File: config.mk
export PLATFORM = sky130hd
export DESIGN_NAME = exact_div_16x8
export DESIGN_NICKNAME = d
export VERILOG_FILES = /design/src/rtl/div_pkg.sv /design/src/rtl/div_step.sv /design/src/rtl/exact_div_16x8.sv
export SDC_FILE = /design/constraint.sdc
export NUM_CORES = 1
export LEC_CHECK = 0
export CORE_ASPECT_RATIO = 0.6
export CORE_MARGIN = 1.5
export CORE_UTILIZATION = 55
export DETAILED_ROUTE_END_ITERATION = 12
export GPL_ROUTABILITY_DRIVEN = 0
export PLACE_DENSITY = 0.85
export SLEW_MARGIN = 40
export SYNTH_ARGS = -nofsm -noshare
export SYNTH_HDL_FRONTEND = slang
export SYNTH_HIERARCHICAL = 1
export SYNTH_SLANG_ARGS = --single-unit
export TNS_END_PERCENT = 20
File: constraint.sdc
create_clock -name clk -period 4.7 [get_ports clk]
set_input_delay 0.705 -clock clk [delete_from_list [all_inputs] [get_ports clk]]
set_output_delay 0.705 -clock clk [all_outputs]
set_load 0.005 [all_outputs]
File: src/rtl/div_pkg.sv
// div_pkg: shared widths, default saturation quotient and FSM state type for the 16/8 divider
package div_pkg;
    localparam int DW = 16;
    localparam int VW = 8;
    localparam logic [VW-1:0] SAT_Q_DEF = 8'hFF;
    typedef enum logic [1:0] {IDLE, CALC, DONE} state_t;
endpackage

File: src/rtl/div_step.sv
// div_step: one restoring-division step (shift in a dividend bit, trial-subtract, pick quotient bit)
module div_step
    import div_pkg::*;
(
    input  logic [VW:0]   rem_in,
    input  logic          dbit,
    input  logic [VW-1:0] divisor,
    output logic [VW:0]   rem_out,
    output logic          qbit
);
    logic [VW+1:0] shifted;
    logic [VW+1:0] diff;
    // The partial remainder stays below 512, so bit VW+1 of the 10-bit difference is a clean borrow flag
    always_comb begin
        shifted = {rem_in, dbit};
        diff    = shifted - {2'b00, divisor};
        qbit    = ~diff[VW+1];
        rem_out = qbit ? diff[VW:0] : shifted[VW:0];
    end
endmodule

File: src/rtl/exact_div_16x8.sv
// exact_div_16x8: handshaked 16/8 unsigned restoring divider with overflow and divide-by-zero saturation
module exact_div_16x8
    import div_pkg::*;
#(
    parameter logic [VW-1:0] SAT_Q = SAT_Q_DEF
) (
    input  logic          clk,
    input  logic          rst_n,
    input  logic          in_valid,
    output logic          in_ready,
    input  logic [DW-1:0] dividend,
    input  logic [VW-1:0] divisor,
    output logic          out_valid,
    input  logic          out_ready,
    output logic [VW-1:0] quotient,
    output logic [VW-1:0] remainder,
    output logic          ovf,
    output logic          dz
);
    state_t        state;
    state_t        nxt;
    logic [2:0]    cnt;
    logic [VW:0]   rem;
    logic [VW-1:0] lo;
    logic [VW-1:0] dsr;
    logic          ovf_r;
    logic          dz_r;
    logic          accept;
    logic          dz_in;
    logic          ovf_in;
    logic [VW:0]   step_rem;
    logic          step_q;

    div_step u_step (
        .rem_in  (rem),
        .dbit    (lo[VW-1]),
        .divisor (dsr),
        .rem_out (step_rem),
        .qbit    (step_q)
    );

    // Classify the incoming operands: zero divisor, or a quotient that cannot fit in 8 bits
    always_comb begin
        accept = in_valid && (state == IDLE);
        dz_in  = (divisor == '0);
        ovf_in = !dz_in && (dividend[DW-1:VW] >= divisor);
    end

    // State register
    always_ff @(posedge clk or negedge rst_n) begin
        if (!rst_n) state <= IDLE;
        else        state <= nxt;
    end

    // Next-state: special cases skip CALC, normal ops spend 8 cycles there
    always_comb begin
        nxt = state;
        if (accept)                              nxt = (dz_in || ovf_in) ? DONE : CALC;
        else if (state == CALC && cnt == 3'd0)   nxt = DONE;
        else if (state == DONE && out_ready)     nxt = IDLE;
    end

    // Datapath: lo holds remaining dividend bits and collects quotient bits as they shift in
    always_ff @(posedge clk or negedge rst_n) begin
        if (!rst_n) begin
            cnt   <= 3'd0;
            rem   <= '0;
            lo    <= '0;
            dsr   <= '0;
            ovf_r <= 1'b0;
            dz_r  <= 1'b0;
        end else if (accept) begin
            cnt   <= 3'd7;
            dsr   <= divisor;
            dz_r  <= dz_in;
            ovf_r <= ovf_in;
            rem   <= dz_in ? {1'b0, dividend[VW-1:0]} : ovf_in ? '0 : {1'b0, dividend[DW-1:VW]};
            lo    <= (dz_in || ovf_in) ? SAT_Q : dividend[VW-1:0];
        end else if (state == CALC) begin
            cnt   <= cnt - 3'd1;
            rem   <= step_rem;
            lo    <= {lo[VW-2:0], step_q};
        end
    end

    // Handshake flags and result outputs, forced to zero outside DONE
    always_comb begin
        in_ready  = (state == IDLE);
        out_valid = (state == DONE);
        quotient  = out_valid ? lo : '0;
        remainder = out_valid ? rem[VW-1:0] : '0;
        ovf       = out_valid && ovf_r;
        dz        = out_valid && dz_r;
    end
endmodule
# Word-level counts from Yosys, hierarchy flattened
# Index checks and enable logic that the tools add are counted.
dict set report totals {
  wordCells 42
  register_bits 32
  out_inout_bits 20
  inputBits 28
}
dict set report classes {
  magnitude_cmp 1
  reduce_logical 13
  n_addsub 2
  bitwise 1
  n_eq_ne 2
  n_mux 16
}
# operator n
set ops {}
lappend ops {{2-to-1 mux 8 bit} 7}
lappend ops {{2-to-1 mux 9 bit} 3}
lappend ops {{subtractor 10 x 8 -> 10 bit} 1}
lappend ops {{>= comparator 8 bit} 1}
lappend ops {{zero test 8 bit} 1}
lappend ops {{2-to-1 mux 2 bit} 4}
lappend ops {{logical AND 1 bit} 6}
lappend ops {{2-to-1 mux 3 bit} 2}
lappend ops {{zero test 3 bit} 1}
lappend ops {{nonzero test 3 bit} 1}
lappend ops {{subtractor 3 x 1 -> 3 bit (second input constant)} 1}
lappend ops {{== test 2 x 1 -> 1 bit (second input constant)} 1}
lappend ops {{== test 2 bit (second input constant)} 1}
lappend ops {{zero test 2 bit} 1}
lappend ops {{nonzero test 2 bit} 1}
lappend ops {{zero test 1 bit} 1}
lappend ops {{logical OR 1 bit} 1}
lappend ops {{NOT 1 bit} 1}

# Logic depth before layout (Yosys ltp)
# Gate-level depths: netlist (run 1).
dict set report logic_depth {
  depth_word 6
  mapped_depth 11
}

# Hierarchy
# The synthesis (run 1) kept the hierarchy.
# mod seq_area_each_um2 area_per_inst_um2 cells_each instances
set modules_own_cells {}
lappend modules_own_cells {exact_div_16x8 800.8 1901.8 208 1}
lappend modules_own_cells {div_step 0.0 528.0 67 1}

# Worst setup path before layout (run 1)
# Ideal clock, no wire load.
dict set report synth_timing {
  path_type {reg-to-reg}
  from {reg rem[2]}
  to {reg rem[3]}
  arrival_time_ps 2533
  required_time_ps 4574
  path_stages_with_launch 10
  setup_time_ps 126
  path_slack_ps 2041
  path_buffers 0
  period_less_slack_ps 2659
  path_cell_list {dfrtp_1 ha_1 o211ai_1 a21o_1 a221o_1 a221oi_4 mux2_2 nand2_1 a21oi_1 a221o_1}
}
dict set report synth_between {
  elab_chain_cells 4
}
# element line
set synth_rtl {}
lappend synth_rtl {{start, declared} exact_div_16x8.sv:23} ;# logic [VW:0] rem;
lappend synth_rtl {{start signal, assigned} exact_div_16x8.sv:77} ;# rem <= dz_in ? {1'b0, dividend[VW-1:0]} : ovf_in ? '0 : {1'b0, dividend[DW-1:VW]};
lappend synth_rtl {{start signal, assigned} exact_div_16x8.sv:81} ;# rem <= step_rem;
lappend synth_rtl {{subtractor 10 x 8 -> 10 bit} div_step.sv:16} ;# diff = shifted - {2'b00, divisor};
lappend synth_rtl {{2-to-1 mux 9 bit *} div_step.sv:18} ;# rem_out = qbit ? diff[VW:0] : shifted[VW:0];
lappend synth_rtl {{net step_rem[3]} exact_div_16x8.sv:31} ;# logic [VW:0] step_rem;
lappend synth_rtl {{2-to-1 mux 9 bit *} exact_div_16x8.sv:79} ;# end else if (state == CALC) begin
lappend synth_rtl {{2-to-1 mux 9 bit *} exact_div_16x8.sv:72} ;# end else if (accept) begin
# The timed path passes the listed nets; every way through them passes the cells marked *. The select of a mux whose other input is x is not followed.
# A chain may end at the register's enable or synchronous reset.

# Final worst setup path (run 1)
dict set report layout_timing {
  from {reg rem[5]}
  to {reg rem[5]}
}
dict set report layout_between {
  elab_chain_cells 4
}
# element line
set layout_rtl {}
lappend layout_rtl {{subtractor 10 x 8 -> 10 bit} div_step.sv:16}
lappend layout_rtl {{2-to-1 mux 9 bit} div_step.sv:18}
lappend layout_rtl {{net step_rem[5]} exact_div_16x8.sv:31}
lappend layout_rtl {{2-to-1 mux 9 bit} exact_div_16x8.sv:79}
lappend layout_rtl {{2-to-1 mux 9 bit} exact_div_16x8.sv:72}
# The timed path passes the listed nets, and every way through them passes these cells. The select of a mux whose other input is x is not followed.

==> results.tsv, run 1 <==
stage	metric	value	unit
yosys	avgSynthCellArea	8.84	sq um
yosys	synth-adder-area-share	0.101	
critical_path	path_common_cell	a221o_1	
clock_network	cts.sinks	32	
yosys	synth.most_common_cell	nand2_1	
timing	worst_pin_slew	0.841	ns
yosys	ys_types	46	
yosys	synth_cells	275	
yosys	synth_mux_area_frac	0.0314	
cells_and_area	drive_gt1_frac	0.0714	
floorplanning	dieHeight	54.5	microns
route	avgViaCountPerCell	5.82	
yosys	synthArstFlopShare	1.00	
power	p_leak	0.00135	uW
global_route	antenna_found_initial	0	
global_route	grt_overflow_total	0	
yosys	synth_edf_count	0	
critical_path	cpLargestDelayFamily	compound AO/OA/AOI/OAI gates	
route	dr.first_iter.drc_count	144	
clock_network	cts_made_buffers	5	
route	ant_nets	0	
floorplanning	start_util	0.583	
floorplanning	die_w	88.8	microns
power	power	2250	uW
yosys	synth_top_cell_area_share	0.330	
yosys	synth_top_flop_cell	dfrtp_1	
cells_and_area	fill_cells	342	
yosys	synthSimpleGateAreaFrac	0.197	
critical_path	critical_path_required	4.86	ns
clock_network	cts_resized	0	
place	placement.io_buffers	47	
timing	slew_headroom	0.440	
timing	layout_min_cycle_time	3.07	ns
global_route	grt_pass1_wl	10000	microns
critical_path	worst-path-buf-inv	0	
timing	grt_setup_unrepaired	false	
timing	slew_violations	0	
timing	finalSetupTns	0	ns
timing	period_share	0.653	
clock_network	root_buffer	clkbuf_8	
clock_network	cts-htree-levels	2	
yosys	synth_nets	322	
cells_and_area	area_growth	25.1	%
critical_path	worstPathArrival	3.24	ns
yosys	yosysSeqAreaShare	0.330	
floorplanning	rows	18	
run	maxCapViolations	0	
critical_path	max_stage_delay	0.57	ns
global_route	grt_max_degree	33	
yosys	synth_top_family_by_area	compound AO/OA/AOI/OAI gates	
timing	hold_viol	0	
clock_network	cts.clk_slew.worst_paths	0.07	ns
place	hpwl	4610	microns
clock_network	cts_tree	yes	
timing	setup-violations-final	0	
yosys	yosys-top-cells-area	dfrtp_1, ha_1, nand2_1, and2_1, inv_1	
route	drc	0	
critical_path	cp-start-kind	flip-flop	
yosys	synth_commonest_cells	nand2_1, dfrtp_1, inv_1	
clock_network	cts-hold-fix-buffers	0	
global_route	grt_usage	0.281	
critical_path	path_max_fanout	8	
route	wl	6280	microns
yosys	synth_compound_area_frac	0.247	
status	status	completed	
yosys	synth_area	2430	sq um
yosys	ys_warn_count	6	
power	irDropWorstVdd	447	uV
critical_path	slowest_stage	a221oi_4	
cells_and_area	final_nets	368	
critical_path	critPathCaptureType	flip-flop	
clock_network	insertion_delay	0.28	ns
critical_path	reg2reg_slack	1.63	ns
floorplanning	die-area	4840	sq um
floorplanning	core	4170	sq um
critical_path	path_class	flip-flop to flip-flop	
clock_network	post_cts.repair.setup_buffers	0	
route	dr.pass1.iters	4	
route	vias	2224	
global_route	grt_pass1_vias	2093	
timing	finalClockSkew	0.00716	ns
route	wire_per_inst	16.4	microns
critical_path	cp_cell_sequence	ha_1, a21oi_2, and2_0, a221o_1, a221oi_4, mux2_2, nand2_1, a21oi_1, a221o_1	
clock_network	cts.path.max_buffers	2	
worst_hold_path	hp-class	flip-flop to flip-flop	
yosys	synth_top_cell_by_area	dfrtp_1	
yosys	synth_xor_area_frac	0.0252	
timing	fmaxAchievable	326	MHz
power	power_density	740	nW/um^2
yosys	synth_seq_cells	32	
floorplanning	pin_count	48	
cells_and_area	antenna_cells	0	
-- final cells by class --
type | count | area (sq um) | area share
tap | 60 | 75.1 | 0.0247
multi-input combinational | 202 | 1470 | 0.484
inverter | 31 | 116 | 0.0383
timing repair buffer | 49 | 485 | 0.160
clock buffer | 8 | 90.1 | 0.0296
sequential | 32 | 801 | 0.263
-- sequential cells by signal (all words and copies together), names as in the netlist --
| name | cells |
|---|---|
| state | 2 |
| dsr | 8 |
| cnt | 3 |
| rem | 9 |
| lo | 8 |
| dz_r | 1 |
| ovf_r | 1 |
-- worst register-to-register path: stages, from the launching register on --
cell,delay [ns]
dfrtp_1,0.43
ha_1,0.43
a21oi_2,0.12
and2_0,0.15
a221o_1,0.41
a221oi_4,0.57
mux2_2,0.41
nand2_1,0.08
a21oi_1,0.09
a221o_1,0.27
-- layer usage --
| metal | up-vias | track usage | share of wire |
|---|---|---|---|
| met5 | - | 0 | 0 |
| li1 | 1069 | - | - |
| met1 | 1050 | 0.401 | 0.48 |
| met2 | 101 | 0.443 | 0.43 |
| met3 | 4 | 0.0603 | 0.084 |
| met4 | 0 | 0.0599 | 0.0046 |
-- cells in the final DEF, fill, tap and decap left out, types with 3 or more instances in the layout --
cell,count
and2_1,19
inv_1,31
nand2_1,33
a21o_1,3
dfrtp_1,32
nor2_1,4
clkbuf_8,6
mux2_2,5
nand2b_1,8
xnor2_1,6
o21ai_0,21
nand4_1,8
a221o_1,9
clkdlybuf4s50_1,47
o21bai_1,9
o211ai_1,3
a21oi_1,23
ha_1,18
-- cells by family after synthesis --
kind of cell    after synthesis
flops                        32
mux                           7
buf+inv                      41
compound gates               84
xor+xnor                      7
fa+ha+maj                    19
simple gates                 85
-- metrics by stage --
stage	worst slack, ns	cell area, sq um	hold slack, ns	instances	util
floorplan	2.04	2430	0.409	275	-
global placement	1.45	2940	0.470	374	0.705
detailed placement	1.40	2950	0.473	374	0.708
CTS	1.66	3040	0.487	382	0.729
global route	1.47	3040	0.519	382	0.729
finish	1.63	3040	0.487	382	0.729
-- power by group --
group | total (uW) | switching [uW] | internal (uW)
Combinational | 1460 | 757 | 706
Clock | 225 | 105 | 120
Sequential | 561 | 140 | 421
-- worst paths after layout --
path                                    start  depth (start not counted)                 end
max                        rem[5]$_DFFE_PN0P_                          9  rem[5]$_DFFE_PN0P_
min                        dsr[7]$_DFFE_PN0P_                          2  dsr[7]$_DFFE_PN0P_
max reg2reg                rem[5]$_DFFE_PN0P_                          9  rem[5]$_DFFE_PN0P_
min in group asynchronous               rst_n                          2   lo[2]$_DFFE_PN0P_
min reg2reg                dsr[7]$_DFFE_PN0P_                          2  dsr[7]$_DFFE_PN0P_
max in group asynchronous               rst_n                          2  cnt[2]$_DFFE_PN0P_
Note: power is estimated with default switching activity, not from simulation.
==> inputs of run 2 (changes only) <==
--- a/config.mk
+++ b/config.mk
@@ -7,10 +7,10 @@
 export LEC_CHECK = 0
 export CORE_ASPECT_RATIO = 0.6
 export CORE_MARGIN = 1.5
-export CORE_UTILIZATION = 55
+export CORE_UTILIZATION = 47
 export DETAILED_ROUTE_END_ITERATION = 12
 export GPL_ROUTABILITY_DRIVEN = 0
-export PLACE_DENSITY = 0.85
+export PLACE_DENSITY = 0.78
 export SLEW_MARGIN = 40
 export SYNTH_ARGS = -nofsm -noshare
 export SYNTH_HDL_FRONTEND = slang
==> constraint.sdc (replaced) <==
create_clock -name clk -period 2.5 [get_ports clk]
set_input_delay 0.375 -clock clk [delete_from_list [all_inputs] [get_ports clk]]
set_output_delay 0.375 -clock clk [all_outputs]
set_load 0.005 [all_outputs]
==> results.tsv, run 2 (synthesis results as in run 1) <==
stage	metric	value	unit	change
timing	hold_viol	0		unchanged
clock_network	cts_tree	yes		
route	dr.first_iter.drc_count	117		-19%
floorplanning	die_w	95.8	microns	+7.9%
floorplanning	dieHeight	58.7	microns	+7.7%
power	pwr-share-comb	0.726		+0.076
run	maxCapViolations	0		unchanged
floorplanning	start_util	0.483		-0.100
global_route	grt_max_degree	33		unchanged
timing	fmaxAchievable	374	MHz	+15%
place	hpwl	5140	microns	+11%
global_route	grt_usage	0.259		-0.0222
power	power_density	1480	nW/um^2	+99%
floorplanning	pin_count	48		unchanged
global_route	grt_pass1_wl	11000	microns	+9.4%
clock_network	cts-hold-fix-buffers	0		unchanged
route	avgViaCountPerCell	5.53		-5.0%
cells_and_area	final_common_cell	clkdlybuf4s50_1		
timing	holdWs	0.484	ns	-0.00370 ns
route	dr.pass1.iters	4		unchanged
status	status	complete, but fails checks		
worst_hold_path	hp-class	flip-flop to flip-flop		
timing	grt_setup_unrepaired	true		
timing	layout_min_cycle_time	2.67	ns	-0.397 ns
cells_and_area	largest_reg_flops	9		unchanged
critical_path	critical_path_required	2.67	ns	-2.19 ns
timing	slew_headroom	0.617		+0.178
cells_and_area	area_growth	42.3	%	
cells_and_area	multiInputGateArea	1600	sq um	+8.4%
global_route	antenna_found_initial	0		unchanged
place	placement.io_buffers	47		unchanged
critical_path	startpoint	dsr[1]$_DFFE_PN0P_		
critical_path	cp-start-kind	flip-flop		
critical_path	path_max_fanout	4		-4
critical_path	worst_r2r_startpoint	dsr[1]$_DFFE_PN0P_		
global_route	grt_overflow_total	0		unchanged
cells_and_area	antenna_cells	0		unchanged
cells_and_area	fin_util	0.688		-0.0419
clock_network	cts-htree-levels	2		unchanged
status	violations	negative setup slack		
clock_network	cts.sinks	32		unchanged
clock_network	cts.path.max_buffers	2		unchanged
power	power.share.sequential	0.198		-0.052
critical_path	worstPathArrival	2.84	ns	-0.40 ns
timing	slew_violations	0		unchanged
floorplanning	die-area	5620	sq um	+16%
route	wl	6850	microns	+9.1%
clock_network	root_buffer	clkbuf_8		
cells_and_area	seq_area	801	sq um	unchanged
floorplanning	core	5030	sq um	+21%
cells_and_area	drive_gt1_frac	0.219		+0.148
floorplanning	rows	20		+2
power	p_sw_frac	0.418		-0.0282
cells_and_area	fill_cells	409		+20%
timing	setup-violations-final	9		+9
worst_hold_path	hold_depth	2		unchanged
timing	period_share	1.07		+0.416
clock_network	cts.clk_slew.worst_paths	0.07	ns	about the same
cells_and_area	final_cell_mix	clkdlybuf4s50_1, buf_4, dfrtp_1		
worst_hold_path	hp-start	dsr[6]$_DFFE_PN0P_		
power	p_leak	0.00156	uW	+16%
power	p_switching	2130	uW	+110%
power	irDropWorstVdd	638	uV	+43%
route	vias	2356		+5.9%
clock_network	cts_made_buffers	5		unchanged
timing	worst_slack	-0.174	ns	-1.80 ns
route	wire_per_inst	16.1	microns	-2.1%
route	drc	0		unchanged
cells_and_area	regMostFlops	rem		
power	pwr-share-clk	0.075		-0.025
critical_path	rr_worst_depth	11		+2
global_route	grt_pass1_vias	2250		+7.5%
timing	worst_pin_slew	0.572	ns	-0.268 ns
power	power.internal	2970	uW	+140%
cells_and_area	final_nets	407		+11%
clock_network	insertion_delay	0.29	ns	about the same
cells_and_area	reg_top3	rem (9), dsr (8), lo (8)		
timing	finalClockSkew	0.00443	ns	-0.00273 ns
critical_path	path_class	flip-flop to flip-flop		
route	ant_nets	0		unchanged
critical_path	critPathCaptureType	flip-flop		
-- run 2: power groups by stage --
stage / registers, uW / logic [uW] / clock network, uW
after floorplan: 961 / 2150 / 0
after detailed placement: 1000 / 3120 / 0
final: 1010 / 3710 / 385
after CTS: 1000 / 3500 / 388
after global placement: 992 / 3020 / 0
after global routing: 1050 / 4070 / 411
-- run 2: path summary, 6_finish.rpt --
check / slack (ns) / endpoint
max: -0.17 / rem[4]$_DFFE_PN0P_
min: 0.48 / dsr[6]$_DFFE_PN0P_
max reg2reg: -0.17 / rem[4]$_DFFE_PN0P_
min reg2reg: 0.48 / dsr[6]$_DFFE_PN0P_
max in group asynchronous: 1.68 / rem[1]$_DFFE_PN0P_
min in group asynchronous: 0.51 / lo[6]$_DFFE_PN0P_
-- run 2: worst max-delay path: stages (launching register included) --
cell      delay (ns)
dfrtp_1         0.37
inv_1           0.08
ha_4            0.28
nand2b_4        0.05
a21o_1          0.21
a221o_1         0.38
a221oi_4        0.34
buf_6           0.17
mux2_4          0.30
nand2_2         0.07
a21oi_2         0.05
a221o_1         0.26
-- run 2: per-stage QoR --
stage               cells  TNS, ns  setup WS (ns)  instance area, sq um  power [uW]
CTS                   425   -0.281        -0.0541                  3420        4890
finish                426    -1.13         -0.174                  3460        5100
detailed placement    414    -2.11         -0.170                  3240        4130
floorplan             275   -0.767         -0.156                  2470        3120
global route          426    -2.08         -0.255                  3460        5520
global placement      414    -1.34         -0.124                  3240        4020
-- run 2: per-layer routing --
| layer | wire length, microns | part of all wire | up-vias | GRT usage |
|---|---|---|---|---|
| met3 | 371 | 0.054 | 11 | 0.0478 |
| met4 | 67 | 0.0098 | 0 | 0.0483 |
| met2 | 3060 | 0.45 | 68 | 0.400 |
| li1 | - | - | 1152 | - |
| met1 | 3360 | 0.49 | 1125 | 0.382 |
| met5 | 0 | 0 | - | 0 |
-- run 2: repair_timing --
item,in CTS,in global routing
buffers inserted,4,1
pin swaps,8,5
setup endpoints to repair,7,9
resized for setup,15,9
-- run 2: cell type report --
| class | count | share of cell area |
|---|---|---|
| Clock buffer | 6 | 0.0210 |
| Clock inverter | 1 | 0.00145 |
| Inverter | 31 | 0.0336 |
| Multi-Input combinational cell | 202 | 0.461 |
| Sequential cell | 32 | 0.232 |
| Tap cell | 66 | 0.0239 |
| Timing Repair Buffer | 88 | 0.227 |
==> RTL edit 1 (config.mk and constraints of run 2) <==
The 3 states of `state_t` get a one-hot encoding in 3 bits.
--- a/src/rtl/div_pkg.sv
+++ b/src/rtl/div_pkg.sv
@@ -3,6 +3,6 @@
     localparam int DW = 16;
     localparam int VW = 8;
     localparam logic [VW-1:0] SAT_Q_DEF = 8'hFF;
-    typedef enum logic [1:0] {IDLE, CALC, DONE} state_t;
+    typedef enum logic [2:0] {IDLE = 3'b001, CALC = 3'b010, DONE = 3'b100} state_t;
 endpackage
 
Behaviour: no difference found for any inputs over 4 cycles, from zero or initial values and one cycle with rst_n low; so few cycles prove little.
==> RTL edit 1 against run 2 <==
- the run still ends with negative setup slack left
- first-iteration DRC count grew 41%
- sequential cell count grew 1
- core utilization grew 3.5 points
- global-route usage grew 1.4 points
- clock skew grew 0.0027 ns
- synthesized cell count shrank 0.36%
- synthesized area shrank 1.4%
- cell area shrank 1.2%
- sequential share of layout area grew 1.0 points
- setup slack gained 0.031 ns
- wire length shrank 0.39%
- critical path depth shrank 1
- critical path type unchanged
- critical endpoint is now rem[3]$_DFFE_PN0P_
- largest cell class unchanged
Power is left out: it rests on default switching activity, and per cell area and clock period it moved more than threefold.
==> RTL edit 1: results (changes against run 2) <==
* Setup_tns at -0.796 ns (was -1.13 ns)
* Xor/xnor cell area share of the yosys netlist at 2.56% (was 2.52%)
* M2 GR Usage at 40.7% (was 40.0%)
* Share of the yosys chip area belonging to registers at 34.5% (was 33.0%)
* Placed Area at 0.00325 mm^2 (was 0.00324 mm^2)
* Worst-path clk slew at 0.07 ns (about the same)
* First-pass GRT wire length at 11.4 mm (was 11.0 mm)
* Top Registers: rem x9, dsr x8, lo x8 (unchanged)
* Synth Area in Compound Gates at 21.7% (was 24.7%)
* Slowest Stage Delay on Critical Path at 0.42 ns (was 0.38 ns)
* Failing checks: negative setup slack (unchanged)
* WL/cell at 16.1 um (about the same)
* Seq. cell area at 827 um^2 (was 801 um^2)
* Wire length on met1 at 3.35 mm (was 3.36 mm)
* Syn_nets at 321 (was 322)
* Max H-tree Level at 2 (unchanged)
* Fill cells at 364 (was 409)
* Grt met3 use at 6.59% (was 4.78%)
* Top Layer Used: met4 (unchanged)
* Layout cells sized above 1 at 21.3% (was 21.9%)
* Setup Skew at 0.00718 ns (was 0.00443 ns)
* Hold Path Class: reg2reg (unchanged)
* Largest net degree at the start of global routing at 34 (was 33)
* Root Buffer: clkbuf_8 (unchanged)
* Top post-synthesis cells by area: dfrtp_1, ha_1, a21oi_1 (was dfrtp_1, ha_1, nand2_1)
* Multiplexer area fraction after synthesis at 3.60% (was 3.14%)
* # diodes at 0 (unchanged)
* Grt met1 use at 39.9% (was 38.2%)
* Vias per inst at 5.52 (was 5.53)
* Critical Path Slowest Stage Cell: dfrtp_1 (was a221o_1)
* Pre-CTS setup slack at -0.189 ns (was -0.170 ns)
* Fin nets at 407 (unchanged)
* Max Root-Sink Buffers at 2 (unchanged)
* Iter 0 DRT Violations at 165 (was 117)
* Final setup violation count at 7 (was 9)
* Avg Inst Size Synth at 8.74 um^2 (was 8.84 um^2)
* Routed wl met2 at 2.93 mm (was 3.06 mm)
* Setup Buffers After CTS at 2 (was 4)
* Adder-Cell Fraction of Synth Area at 10.2% (was 10.1%)
* Count of cell types in the netlist at 50 (was 46)
* Post-CTS sizing at 7 (was 15)
* I/O Buffers at 47 (unchanged)
* Most instantiated cells after synthesis: nand2_1, dfrtp_1, a21oi_1 (was nand2_1, dfrtp_1, inv_1)
* Worst path top cell family by delay: compound AO/OA/AOI/OAI gates (unchanged)
* Post-Route WL at 6.83 mm (was 6.85 mm)
* EDFF count, synth at 0 (unchanged)
* Final worst setup slack at -0.144 ns (was -0.174 ns)
* Yosys top cell area share at 33.4% (was 33.0%)
* Skew-Pair Late Insertion Delay at 0.29 ns (about the same)
* CP arrival at 2.81 ns (was 2.84 ns)
* Status: finished with violations (unchanged)
* Vias in the first global route at 2267 (was 2250)
* Worst Tran Pin Value at 0.684 ns (was 0.572 ns)
* Post-DP HPWL at 5.13 mm (was 5.14 mm)
* Largest fanout on the critical path at 3 (was 4)
* Met3 Routed Length at 461 um (was 371 um)
* GRT Util Overall at 27.3% (was 25.9%)
[RTL edit 1: final timing paths]
| kind | from | slack [ns] | cells past startpoint | endpoint |
|---|---|---|---|---|
| setup / recovery | rem[1]$_DFFE_PN0P_ | -0.14 | 10 | rem[3]$_DFFE_PN0P_ |
| hold / removal | dsr[6]$_DFFE_PN0P_ | 0.48 | 2 | dsr[6]$_DFFE_PN0P_ |
| setup reg to reg | rem[1]$_DFFE_PN0P_ | -0.14 | 10 | rem[3]$_DFFE_PN0P_ |
| hold reg to reg | dsr[6]$_DFFE_PN0P_ | 0.48 | 2 | dsr[6]$_DFFE_PN0P_ |
| max in group asynchronous | rst_n | 1.67 | 2 | state[0]$_DFFE_PN1P_ |
| min in group asynchronous | rst_n | 0.49 | 2 | dsr[6]$_DFFE_PN0P_ |
[RTL edit 1: area by class of cell]
type                       count  share of cell area, %
multi-input combinational    209                   45.2
tap                           63                   2.31
timing repair buffer          89                   23.2
inverter                      22                   2.42
sequential                    33                   24.2
clock buffer                   8                   2.64
==> RTL edit 2 (config.mk and constraints of run 2) <==
Made on the original files. Make the reset (`rst_n`) synchronous in 2 clocked blocks.
--- a/src/rtl/exact_div_16x8.sv
+++ b/src/rtl/exact_div_16x8.sv
@@ -47,7 +47,7 @@
     end
 
     // State register
-    always_ff @(posedge clk or negedge rst_n) begin
+    always_ff @(posedge clk) begin
         if (!rst_n) state <= IDLE;
         else        state <= nxt;
     end
@@ -61,7 +61,7 @@
     end
 
     // Datapath: lo holds remaining dividend bits and collects quotient bits as they shift in
-    always_ff @(posedge clk or negedge rst_n) begin
+    always_ff @(posedge clk) begin
         if (!rst_n) begin
             cnt   <= 3'd0;
             rem   <= '0;
Check against the original RTL: differs if rst_n is asserted again (counterexample within 4 cycles, from zero or initial values and one cycle with rst_n low); with rst_n held inactive, the same outputs for 4 cycles.
==> RTL edit 2 against run 2 <==
- the run still ends with negative setup slack left
- synthesized area shrank 1.8%
- synthesized cell count grew 5.5%
- wire length rose by 0.42%
- cell area is 4.3% lower
- global-route usage rose by 0.68 points
- via count increased by 3.4%
- sequential share of layout area shrank 3.5 points
- setup slack better by 0.17 ns
- maximum frequency up 6.7%
- sequential cell count unchanged
- critical path type unchanged
- largest cell class unchanged
Power is not compared: it rests on default switching activity, and its combinational part moved more than twofold at a synthesized area within 25%.
==> RTL edit 2: results (changes against run 2) <==
* Status: finished with violations (unchanged)
* Failing checks: negative setup slack (unchanged)
* CP arrival at 2.66 ns (was 2.84 ns)
* Ys flop type: dfxtp_1 (was dfrtp_1)
* Vias per inst at 5.77 (was 5.53)
* Final worst setup slack at -0.00653 ns (was -0.174 ns)
* Post-Place Cells at 412 (was 414)
* Syn_nets at 337 (was 322)
* Max Root-Sink Buffers at 2 (unchanged)
* Layout cells sized above 1 at 22.3% (was 21.9%)
* DR pass1 iterations at 5 (was 4)
* Slew margin rel. at 50.2% (was 61.7%)
* Avg Inst Size Synth at 8.23 um^2 (was 8.84 um^2)
* Slowest Stage Delay on Critical Path at 0.37 ns
* Pre-CTS setup slack at -0.0926 ns (was -0.170 ns)
* Ys async rst share at 0% (was 100%)
* Xor/xnor cell area share of the yosys netlist at 2.20% (was 2.52%)
* Lkg Pwr at 1.30 nW
* Setup Skew at 0.00462 ns (was 0.00443 ns)
* Final setup violation count at 1 (was 9)
* Most instantiated cells after synthesis: dfxtp_1, inv_1, nand2_1 (was nand2_1, dfrtp_1, inv_1)
* Setup_tns at -0.00653 ns (was -1.13 ns)
* Max H-tree Level at 2 (unchanged)
* Multiplexer area fraction after synthesis at 3.20% (was 3.14%)
* Max VDD drop at 0.340 mV
* Post-DP HPWL at 5.42 mm (was 5.14 mm)
* Count of cell types in the netlist at 52 (was 46)
* Post-Route WL at 6.88 mm (was 6.85 mm)
* Iter 0 DRT Violations at 160 (was 117)
* Clock buffer count from CTS at 5 (unchanged)
* Hold Path Class: reg2reg (unchanged)
* Worst path top cell family by delay: compound AO/OA/AOI/OAI gates (unchanged)
* Largest net degree at the start of global routing at 21 (was 33)
* I/O Buffers at 47 (unchanged)
* Skew-Pair Late Insertion Delay at 0.29 ns (about the same)
* GRT Util Overall at 26.6% (was 25.9%)
* Adder-Cell Fraction of Synth Area at 10.3% (was 10.1%)
* Share of the yosys chip area belonging to registers at 26.8% (was 33.0%)
* Vias in the first global route at 2261 (was 2250)
* Worst-path clk slew at 0.08 ns
* First-pass GRT wire length at 11.2 mm (was 11.0 mm)
* Fin cells at 422 (was 426)
* Largest fanout on the critical path at 6 (was 4)
* Synth Area in Compound Gates at 27.6% (was 24.7%)
* Top post-synthesis cells by area: dfxtp_1, ha_1, o221ai_1 (was dfrtp_1, ha_1, nand2_1)
[RTL edit 2: cell types whose count changed in the layout (fill, tap and decap cells not counted), sizes merged, moves of 6 or more]
cell           run 2  this run
o221ai             0        16
o21bai             9         0
a221o              9         2
nand3              2        12
a31oi              1         8
dfrtp             32         0
buf               41        30
o21ai             21        14
nor2               4        13
a21o               3         9
nand2             33        24
dfxtp              0        32
[RTL edit 2: what timing repair did]
action,4_1_cts,5_1_grt
setup endpoints to repair,7,7
pin swaps,3,0
resized for setup,3,1
buffers inserted,2,0
[RTL edit 2: tightest hold or removal path, cell delays in order, from the launching register on]
cell     delay (ns)
dfxtp_2        0.33
nand2_1        0.05
a21oi_1        0.05
[RTL edit 2: cells by family (layout without fill, tap and decap cells)]
family          after synthesis  in the layout
simple gates                 95             95
compound gates               88             88
buf+inv                      43            112
flops                        32             32
fa+ha+maj                    19             19
mux                           7              7
xor+xnor                      6              6
[RTL edit 2: metrics by stage]
stage	cell area [um^2]	hold slack [ns]
after detailed placement	3190	0.452
after global routing	3310	0.481
after floorplan	2510	0.432
after CTS	3310	0.464
after global placement	3190	0.439
final	3310	0.465
[RTL edit 2: path summary, 6_finish.rpt]
check / from / end / slack, ns / depth (start not counted)
max: dsr[6]$_SDFFE_PN0P_ / rem[2]$_SDFFE_PN0P_ / -0.007 / 11
min: dsr[3]$_SDFFE_PN0P_ / dsr[3]$_SDFFE_PN0P_ / 0.47 / 2
max reg2reg: dsr[6]$_SDFFE_PN0P_ / rem[2]$_SDFFE_PN0P_ / -0.007 / 11
min reg2reg: dsr[3]$_SDFFE_PN0P_ / dsr[3]$_SDFFE_PN0P_ / 0.47 / 2
[RTL edit 2: power breakdown]
part,internal [W],switching (W),leakage (nW),total [W]
combinational,0.000611,0.000543,0.987,0.00115
sequential,0.000587,0.0000728,0.268,0.000660
clock,0.000197,0.000216,0.0404,0.000413
total,0.00140,0.000832,1.30,0.00223
[RTL edit 2: layer usage]
layer  track usage [%]  up-vias  routed length (um)
met2              40.5      117                2950
li1                  -     1192                   -
met5                 0        -                   0
met4              5.33        0                  31
met3              3.94        4                 580
met1              39.7     1124                3320
[RTL edit 2: layout make-up]
class	instances	area [um^2]
Multi-Input combinational cell	215	1690
Fill cell	381	1420
Inverter	27	101
Clock buffer	5	68.8
Clock inverter	3	23.8
Timing Repair Buffer	77	699
Tap cell	63	78.8
Sequential cell	32	649
